<file path="config.mk">
export PLATFORM = sky130hd
export DESIGN_NAME = hazard_sb
export DESIGN_NICKNAME = d
export VERILOG_FILES = /design/src/rtl/hazard_sb_pkg.sv /design/src/rtl/hazard_sb_fwd_port.sv /design/src/rtl/hazard_sb.sv
export SDC_FILE = /design/constraint.sdc
export NUM_CORES = 1
export LEC_CHECK = 0
export ABC_CLOCK_PERIOD_IN_PS = 7650
export CAP_MARGIN = 20
export CORE_MARGIN = 1.5
export CORE_UTILIZATION = 25
export CTS_CLUSTER_DIAMETER = 120
export DETAILED_ROUTE_END_ITERATION = 7
export SLEW_MARGIN = 10
export SYNTH_ARGS = -nofsm -noshare
export SYNTH_HDL_FRONTEND = slang
export SYNTH_SLANG_ARGS = --single-unit
</file>
<file path="constraint.sdc">
create_clock -name clk -period 7.65 [get_ports clk]
set_input_delay 1.1475 -clock clk [delete_from_list [all_inputs] [get_ports clk]]
set_output_delay 1.1475 -clock clk [all_outputs]
set_load 0.005 [all_outputs]
</file>
<file path="src/rtl/hazard_sb_pkg.sv">
// Shared core constants: writeback sources and operand forward selects.
// Also used by the writeback mux and the decoder.
package hazard_sb_pkg;

    localparam logic [1:0] WB_ALU = 2'd0;
    localparam logic [1:0] WB_MEM = 2'd1;
    localparam logic [1:0] WB_PC4 = 2'd2;

    localparam logic [2:0] FWD_RF     = 3'd0;
    localparam logic [2:0] FWD_EX     = 3'd2;
    localparam logic [2:0] FWD_MEM    = 3'd4;
    localparam logic [2:0] FWD_WB_ALU = 3'd6;
    localparam logic [2:0] FWD_WB_MEM = 3'd7;

    function automatic logic hit(
        input logic       regwr,
        input logic [4:0] rd,
        input logic [4:0] rs,
        input logic       used
    );
        return regwr & used & (rd != 5'd0) & (rd == rs);
    endfunction

endpackage

</file>
<file path="src/rtl/hazard_sb_fwd_port.sv">
// Per-read-port forward select and load-use detection.
// Youngest matching stage wins; a load still in EX or MEM cannot forward.
module fwd_port
    import hazard_sb_pkg::*;
(
    input  logic [4:0] rs_addr,
    input  logic       rs_used,
    input  logic [4:0] ex_rd,
    input  logic       ex_regwr,
    input  logic [1:0] ex_wbsel,
    input  logic [4:0] mem_rd,
    input  logic       mem_regwr,
    input  logic [1:0] mem_wbsel,
    input  logic [4:0] wb_rd,
    input  logic       wb_regwr,
    input  logic [1:0] wb_wbsel,
    output logic [2:0] sel,
    output logic       load_use
);

    always_comb begin
        sel      = FWD_RF;
        load_use = 1'b0;
        if (hit(ex_regwr, ex_rd, rs_addr, rs_used)) begin
            sel      = FWD_EX;
            load_use = (ex_wbsel == WB_MEM);
        end else if (hit(mem_regwr, mem_rd, rs_addr, rs_used)) begin
            sel      = FWD_MEM;
            load_use = (mem_wbsel == WB_MEM);
        end else if (hit(wb_regwr, wb_rd, rs_addr, rs_used)) begin
            case (wb_wbsel)
                WB_ALU, WB_PC4: sel = FWD_WB_ALU;
                WB_MEM:         sel = FWD_WB_MEM;
                default:        sel = FWD_RF;
            endcase
        end
    end

endmodule

</file>
<file path="src/rtl/hazard_sb.sv">
// Hazard unit: operand forwarding, load-use interlock and a
// scoreboard for variable-latency writers retiring on lw_*.
module hazard_sb
    import hazard_sb_pkg::*;
#(
    parameter int NRP    = 2,
    parameter int MAXOUT = 4,
    parameter int CNTW   = 16
) (
    input  logic                         clk,
    input  logic                         rst,
    input  logic [NRP*5-1:0]             id_rs_addr,
    input  logic [NRP-1:0]               id_rs_used,
    input  logic                         id_issue,
    input  logic [4:0]                   id_rd,
    input  logic                         id_regwr,
    input  logic                         id_long,
    input  logic [4:0]                   ex_rd,
    input  logic [4:0]                   mem_rd,
    input  logic [4:0]                   wb_rd,
    input  logic                         ex_regwr,
    input  logic                         mem_regwr,
    input  logic                         wb_regwr,
    input  logic [1:0]                   ex_wbsel,
    input  logic [1:0]                   mem_wbsel,
    input  logic [1:0]                   wb_wbsel,
    input  logic                         lw_done,
    input  logic [4:0]                   lw_rd,
    output logic [NRP*3-1:0]             fwd_sel,
    output logic                         stall,
    output logic [31:0]                  busy,
    output logic [$clog2(MAXOUT+1)-1:0]  outstanding,
    output logic [CNTW-1:0]              stall_cnt,
    output logic                         err
);

    localparam int OW = $clog2(MAXOUT + 1);
    localparam logic [OW-1:0] MAXV = OW'(MAXOUT);

    logic [NRP-1:0] load_use;
    logic [NRP-1:0] raw;

    for (genvar k = 0; k < NRP; k++) begin : g_port
        fwd_port u_fwd (
            .rs_addr   (id_rs_addr[5*k +: 5]),
            .rs_used   (id_rs_used[k]),
            .ex_rd     (ex_rd),
            .ex_regwr  (ex_regwr),
            .ex_wbsel  (ex_wbsel),
            .mem_rd    (mem_rd),
            .mem_regwr (mem_regwr),
            .mem_wbsel (mem_wbsel),
            .wb_rd     (wb_rd),
            .wb_regwr  (wb_regwr),
            .wb_wbsel  (wb_wbsel),
            .sel       (fwd_sel[3*k +: 3]),
            .load_use  (load_use[k])
        );
        assign raw[k] = id_rs_used[k]
                      & (id_rs_addr[5*k +: 5] != 5'd0)
                      & busy[id_rs_addr[5*k +: 5]];
    end

    logic waw;
    logic cap;
    logic accept;
    logic issue_long;
    logic set_busy;

    assign waw        = id_issue & id_regwr & busy[id_rd];
    assign cap        = id_issue & id_long & (outstanding == MAXV);
    assign stall      = (|load_use) | (|raw) | waw | cap;
    assign accept     = id_issue & ~stall;
    assign issue_long = accept & id_long;
    assign set_busy   = issue_long & id_regwr & (id_rd != 5'd0);

    logic [31:0]   busy_d;
    logic [OW-1:0] out_d;
    logic          err_d;
    logic          lw_ret;

    always_comb begin
        busy_d = busy;
        out_d  = outstanding;
        err_d  = err;
        lw_ret = 1'b0;
        if (lw_done) begin
            if (lw_rd != 5'd0) begin
                if (busy[lw_rd]) begin
                    busy_d[lw_rd] = 1'b0;
                    lw_ret        = 1'b1;
                end else begin
                    err_d = 1'b1;
                end
            end else if (outstanding != '0) begin
                lw_ret = 1'b1;
            end else begin
                err_d = 1'b1;
            end
        end
        // Issue applied after retire so a same-register collision stays busy.
        if (set_busy) begin
            busy_d[id_rd] = 1'b1;
        end
        busy_d[0] = 1'b0;
        if (issue_long & ~lw_ret) begin
            out_d = outstanding + OW'(1);
        end else if (~issue_long & lw_ret) begin
            out_d = outstanding - OW'(1);
        end
    end

    always_ff @(posedge clk or posedge rst) begin
        if (rst) begin
            busy        <= '0;
            outstanding <= '0;
            err         <= 1'b0;
            stall_cnt   <= '0;
        end else begin
            busy        <= busy_d;
            outstanding <= out_d;
            err         <= err_d;
            if (stall && (stall_cnt != '1)) begin
                stall_cnt <= stall_cnt + CNTW'(1);
            end
        end
    end

endmodule
</file>
; Yosys cells after proc, flatten, opt, wreduce, memory -nomap -nowiden
; Cells that the tools add are included.
[classes]
reduce_logical = 17
shift = 0
eq_ne = 14
multipliers = 0
muxes = 36
addsub = 3
magnitude_cmp = 6
div = 0
bitwise_logic = 41
[op_table]
columns = operator, count
row1 = $mux W32, 4
row2 = $reduce_bool A5 Y1, 7
row3 = $and A1 B1 Y1, 32
row4 = $and A32 B32 Y32, 1
row5 = $not A32 Y32, 1
row6 = $or A32 B32 Y32, 1
row7 = $eq A5 B5 Y1, 6
row8 = $lt A5 B6 Y1 const B, 4
row9 = $mux W3, 8
row10 = $bmux W1 S5, 4
row11 = $mux W1, 17
row12 = $add A16 B1 Y16 const B, 1
row13 = $ne A16 B16 Y1 const B, 1
row14 = $demux W1 S5, 2
row15 = $ge A5 B1 Y1 const B, 2
row16 = $eq A2 B1 Y1 const B, 3
row17 = $pmux W3 S2, 1
row18 = $reduce_or A2 Y1, 3
row19 = $ne A2 B2 Y1 const B, 2
row20 = $add A3 B1 Y3 const B, 1
row21 = $eq A3 B3 Y1 const B, 1
row22 = $logic_and A1 B1 Y1, 3
row23 = $not A1 Y1, 3
row24 = $or A1 B1 Y1, 3
row25 = other kinds (6), 6
[totals]
mem_bits_ro = 0
register_bits = 51
input_bits = 52
latchBits = 0
mem_count = 0
wordCells = 121
ram_bits = 0

; Longest topological paths before layout
[depth]
word_depth = 16
depth_mapped = 15
mapped_depth_nobuf = 13

; Cells and area by module
; Synthesis repeated with hierarchy kept, for this count alone.
[unflattened]
hier_cells = 425
hier_area_um2 = 4127.7
[modules_own_cells]
columns = module, area_per_inst_um2, instances, seq_area_each_um2, cells_per_inst
row1 = hazard_sb, 3504.6, 1, 1276.2, 343
row2 = fwd_port, 311.5, 2, 0.0, 41

; Least setup slack after synthesis
; Ideal clock, no wire load.
[synth_path]
path_type = input to output
from = input id_rs_addr[7]
to = output stall
setup_slack_ps = 3467
arrival_time_ps = 3035
cell_stages = 10
path_buffers = 3
cell_sequence = buf_2 > buf_4 > mux4_2 > nor2_1 > a21oi_1 > a311oi_1 > o2bb2ai_1 > nor4_4 > inv_2 > buf_4
[synth_between]
elab_chain_len = 8
[synth_rtl]
columns = item, line_no
row1 = from (decl), hazard_sb.sv:12  ; input logic [NRP*5-1:0] id_rs_addr,
row2 = "parallel branches: the longest is 5 deep, another holds $bmux W1 S5", --
row3 = $or A1 B1 Y1 * (3 in a row), hazard_sb.sv:72  ; assign stall = (|load_use) | (|raw) | waw | cap;
row4 = to (decl), hazard_sb.sv:30  ; output logic stall,
; Mark *: on every way between the ends. The select of a mux whose other input is x is not followed.

; Final worst setup path
[layout_path]
from = input id_rs_addr[1]
to = output stall
; Same word-level chain as after synthesis.

==> results.toml <==
[floorplan]
std_cell_rows = 46
die_w_microns = 129.6
core-area_sq_um = 15770
die_height_microns = 129.6
start_util = 0.2540
floorplan.io_pins = 111
die_area_sq_um = 16790

[yosys]
yosysTopAreaCellShare = 0.3186
syn_inst = 413
synth-edff-count = 0
netlist_area_sq_um = 4006
ys.flop_type = "dfrtp_1"
yosys.area.top_type = "dfrtp_1"
yosysMostFrequentCell = "o21ai_0"
ys_ff_latch = 51
async_reset_ff_frac = 1.000
synth_common_cells = "54 x o21ai_0, 51 x dfrtp_1, 40 x xnor2_1"
syn_nets = 468
synth_cell_types = 58
synth_area_leaders = "dfrtp_1 32%, mux4_2 9.0%, xnor2_1 8.7%"
synth_warnings = 0
synth.avg_cell_area_sq_um = 9.701
yosysSeqAreaShare = 0.3186

[job]
max-cap-violations = 0

[clock_network]
ctsResizeCount = 0
clk_pin_slew_ns = 0.06
cts_tree = "yes"
htree_levels = 2
cts.sinks = 51
root_buffer = "clkbuf_16"
clock_path_buffers = 2
cts_hold_repair.buffers = 0
post_cts_buffers = 0
clock_latency_ns = 0.29
cts_buffers = 5

[setup_path]
required_ns = 6.50
r2r_cells = 13
regToRegStartpoint = "busy[28]$_DFF_PP0_"
crit_type = "in -> out"
r2r-end = "outstanding[2]$_DFFE_PP0P_"
startpoint_type = "input port"
cp-startpoint = "id_rs_addr[1]"
regToRegSetupSlack_ns = 4.17
critPathCaptureType = "output pin"
path_max_fanout = 15
arrival_ns = 4.54
cp-endpoint = "stall"

[grt]
grt.overflow.total = 0
antenna_found_initial = 0
grt_pass1_vias = 3909
grt_max_degree = 52
groute.usage.overall = 0.1648
grt_pass1_wl_mm = 21.54

[placed_design]
portBuffers = 109
dpl.hpwl_mm = 10.18
gp_congestion = 0.8719

[drt]
first_iter_violations = 360
vias_per_cell = 5.420
finalWirelength_mm = 13.68
route.detailed.drc = 0
vias = 3886
ant_nets = 0
drtPass1Iterations = 5
wl_per_cell_microns = 19.08

[timing]
period_share = 0.7433
setup_tns_ns = 0
fmax_mhz = 175.9
finalHoldViolations = 0
maxSlewHeadroom = 0.4299
skew_ns = 0.005428
final_max_slew_viol_count = 0
rsz0062_at_grt = "false"
worst_pin_slew_ns = 0.8524
period_minus_slack_ns = 5.686
setup_viol = 0

[outcome]
status = "finished, final reports clean"

[pwr]
p_clk_frac = 0.229
p_sw_frac = 0.3288
leakage_nw = 1.955
p_seq_frac = 0.415
combPwrFrac = 0.356
p_int_mw = 0.6274
ir_drop_v = 0.0001061
power_density_nw_per_um2 = 173.9
p_switching_mw = 0.3073

[layout]
antenna_cells = 0
drive_above_1_share = 0.06786
final_util = 0.3408
nets = 557
syn_to_final_growth_pct = 34.13

[min_path]
hp-class = "reg -> reg"
==> critical path: stages <==
cell	delay, ns
clkdlybuf4s50_1	0.89
mux4_1	0.64
mux2i_1	0.15
nand3_1	0.09
and3_1	0.20
o2bb2ai_1	0.17
nor4_4	0.51
inv_2	0.23
clkdlybuf4s50_1	0.50
==> per-layer routing <==
metal	GRT usage	wire length, microns	vias up
met5	0	0	-
met4	0.05163	271	0
met3	0.03138	1090	23
met2	0.2636	6338	203
met1	0.2252	5979	1916
li1	-	-	1744
==> power by group through the flow <==
| stage | clock [mW] | sequential [mW] | combinational (mW) |
|---|---|---|---|
| detailed placement | 0 | 0.391 | 0.333 |
| CTS | 0.219 | 0.387 | 0.335 |
| floorplan | 0 | 0.371 | 0.170 |
| finish | 0.214 | 0.388 | 0.333 |
| global placement | 0 | 0.390 | 0.327 |
| global route | 0.227 | 0.398 | 0.364 |
==> how the worst min path moves through the flow <==
stage | startpoint | endpoint | slack [ns] | cells past startpoint
after CTS | err$_DFFE_PP0P_ | err$_DFFE_PP0P_ | 0.46 | 1
final | err$_DFFE_PP0P_ | err$_DFFE_PP0P_ | 0.45 | 1
after global placement | err$_DFFE_PP0P_ | err$_DFFE_PP0P_ | 0.45 | 1
after global routing | err$_DFFE_PP0P_ | err$_DFFE_PP0P_ | 0.49 | 1
after floorplan | err$_DFFE_PP0P_ | err$_DFFE_PP0P_ | 0.45 | 1
after detailed placement | err$_DFFE_PP0P_ | err$_DFFE_PP0P_ | 0.44 | 1
==> registers in the layout, summed over array words and instances, names as in the netlist <==
register	flops
busy	31
err	1
outstanding	3
stall_cnt	16
==> layout by cell type (no fill, tap or decap), types with 3 or more instances in the layout <==
cell type / synthesis / final
nor2b_1: 5 / 5
o21ai_0: 54 / 54
nand4_1: 17 / 17
dfrtp_1: 51 / 51
clkdlybuf4s50_1: 0 / 109
o31ai_1: 9 / 9
and3_1: 10 / 10
or3_1: 3 / 3
xor2_1: 8 / 8
nand3b_1: 10 / 10
clkbuf_16: 0 / 5
mux4_2: 16 / 16
mux2i_1: 27 / 27
nand2b_1: 7 / 7
or4_1: 3 / 3
xnor2_1: 40 / 40
nand4b_1: 3 / 3
o22ai_1: 6 / 6
nand3_1: 14 / 14
nand2_1: 24 / 24
nor2_1: 12 / 12
nor3_1: 8 / 8
o41ai_1: 7 / 7
and2_1: 3 / 3
a21oi_1: 4 / 4
mux2_2: 3 / 3
nor4_1: 3 / 3
==> stage by stage <==
stage	cell area [sq um]	worst slack (ns)	power [mW]	cells	hold WS (ns)
after CTS	5354	1.894	0.9411	716	0.4575
after detailed placement	5225	1.899	0.7241	710	0.4429
final	5374	1.964	0.9347	717	0.4511
after global routing	5374	1.697	0.9884	717	0.4911
after floorplan	4006	3.467	0.5403	413	0.4510
after global placement	5225	1.934	0.7170	710	0.4456
==> kinds of logic (layout without fill, tap and decap cells) <==
logic type | count (synthesis) | count (layout) | share of synthesized area
AND/OR/NAND/NOR | 132 | 132 | 0.1930
multiplexers | 48 | 48 | 0.1790
buffers and inverters | 33 | 121 | 0.04122
other | 1 | 1 | 0.0009360
AO/OA/AOI/OAI | 97 | 97 | 0.1512
adder cells (fa/ha/maj) | 3 | 3 | 0.01124
XOR/XNOR | 48 | 48 | 0.1049
flip-flops | 51 | 51 | 0.3185
==> area by class of cell <==
type	count	area [sq um]
clock buffer	6	128.9
fill	1629	10400
inverter	4	15.01
multi-input combinational	329	2565
sequential	51	1276
tap	216	270.3
timing repair buffer	111	1119
Note: power is estimated with default switching activity, not from simulation.
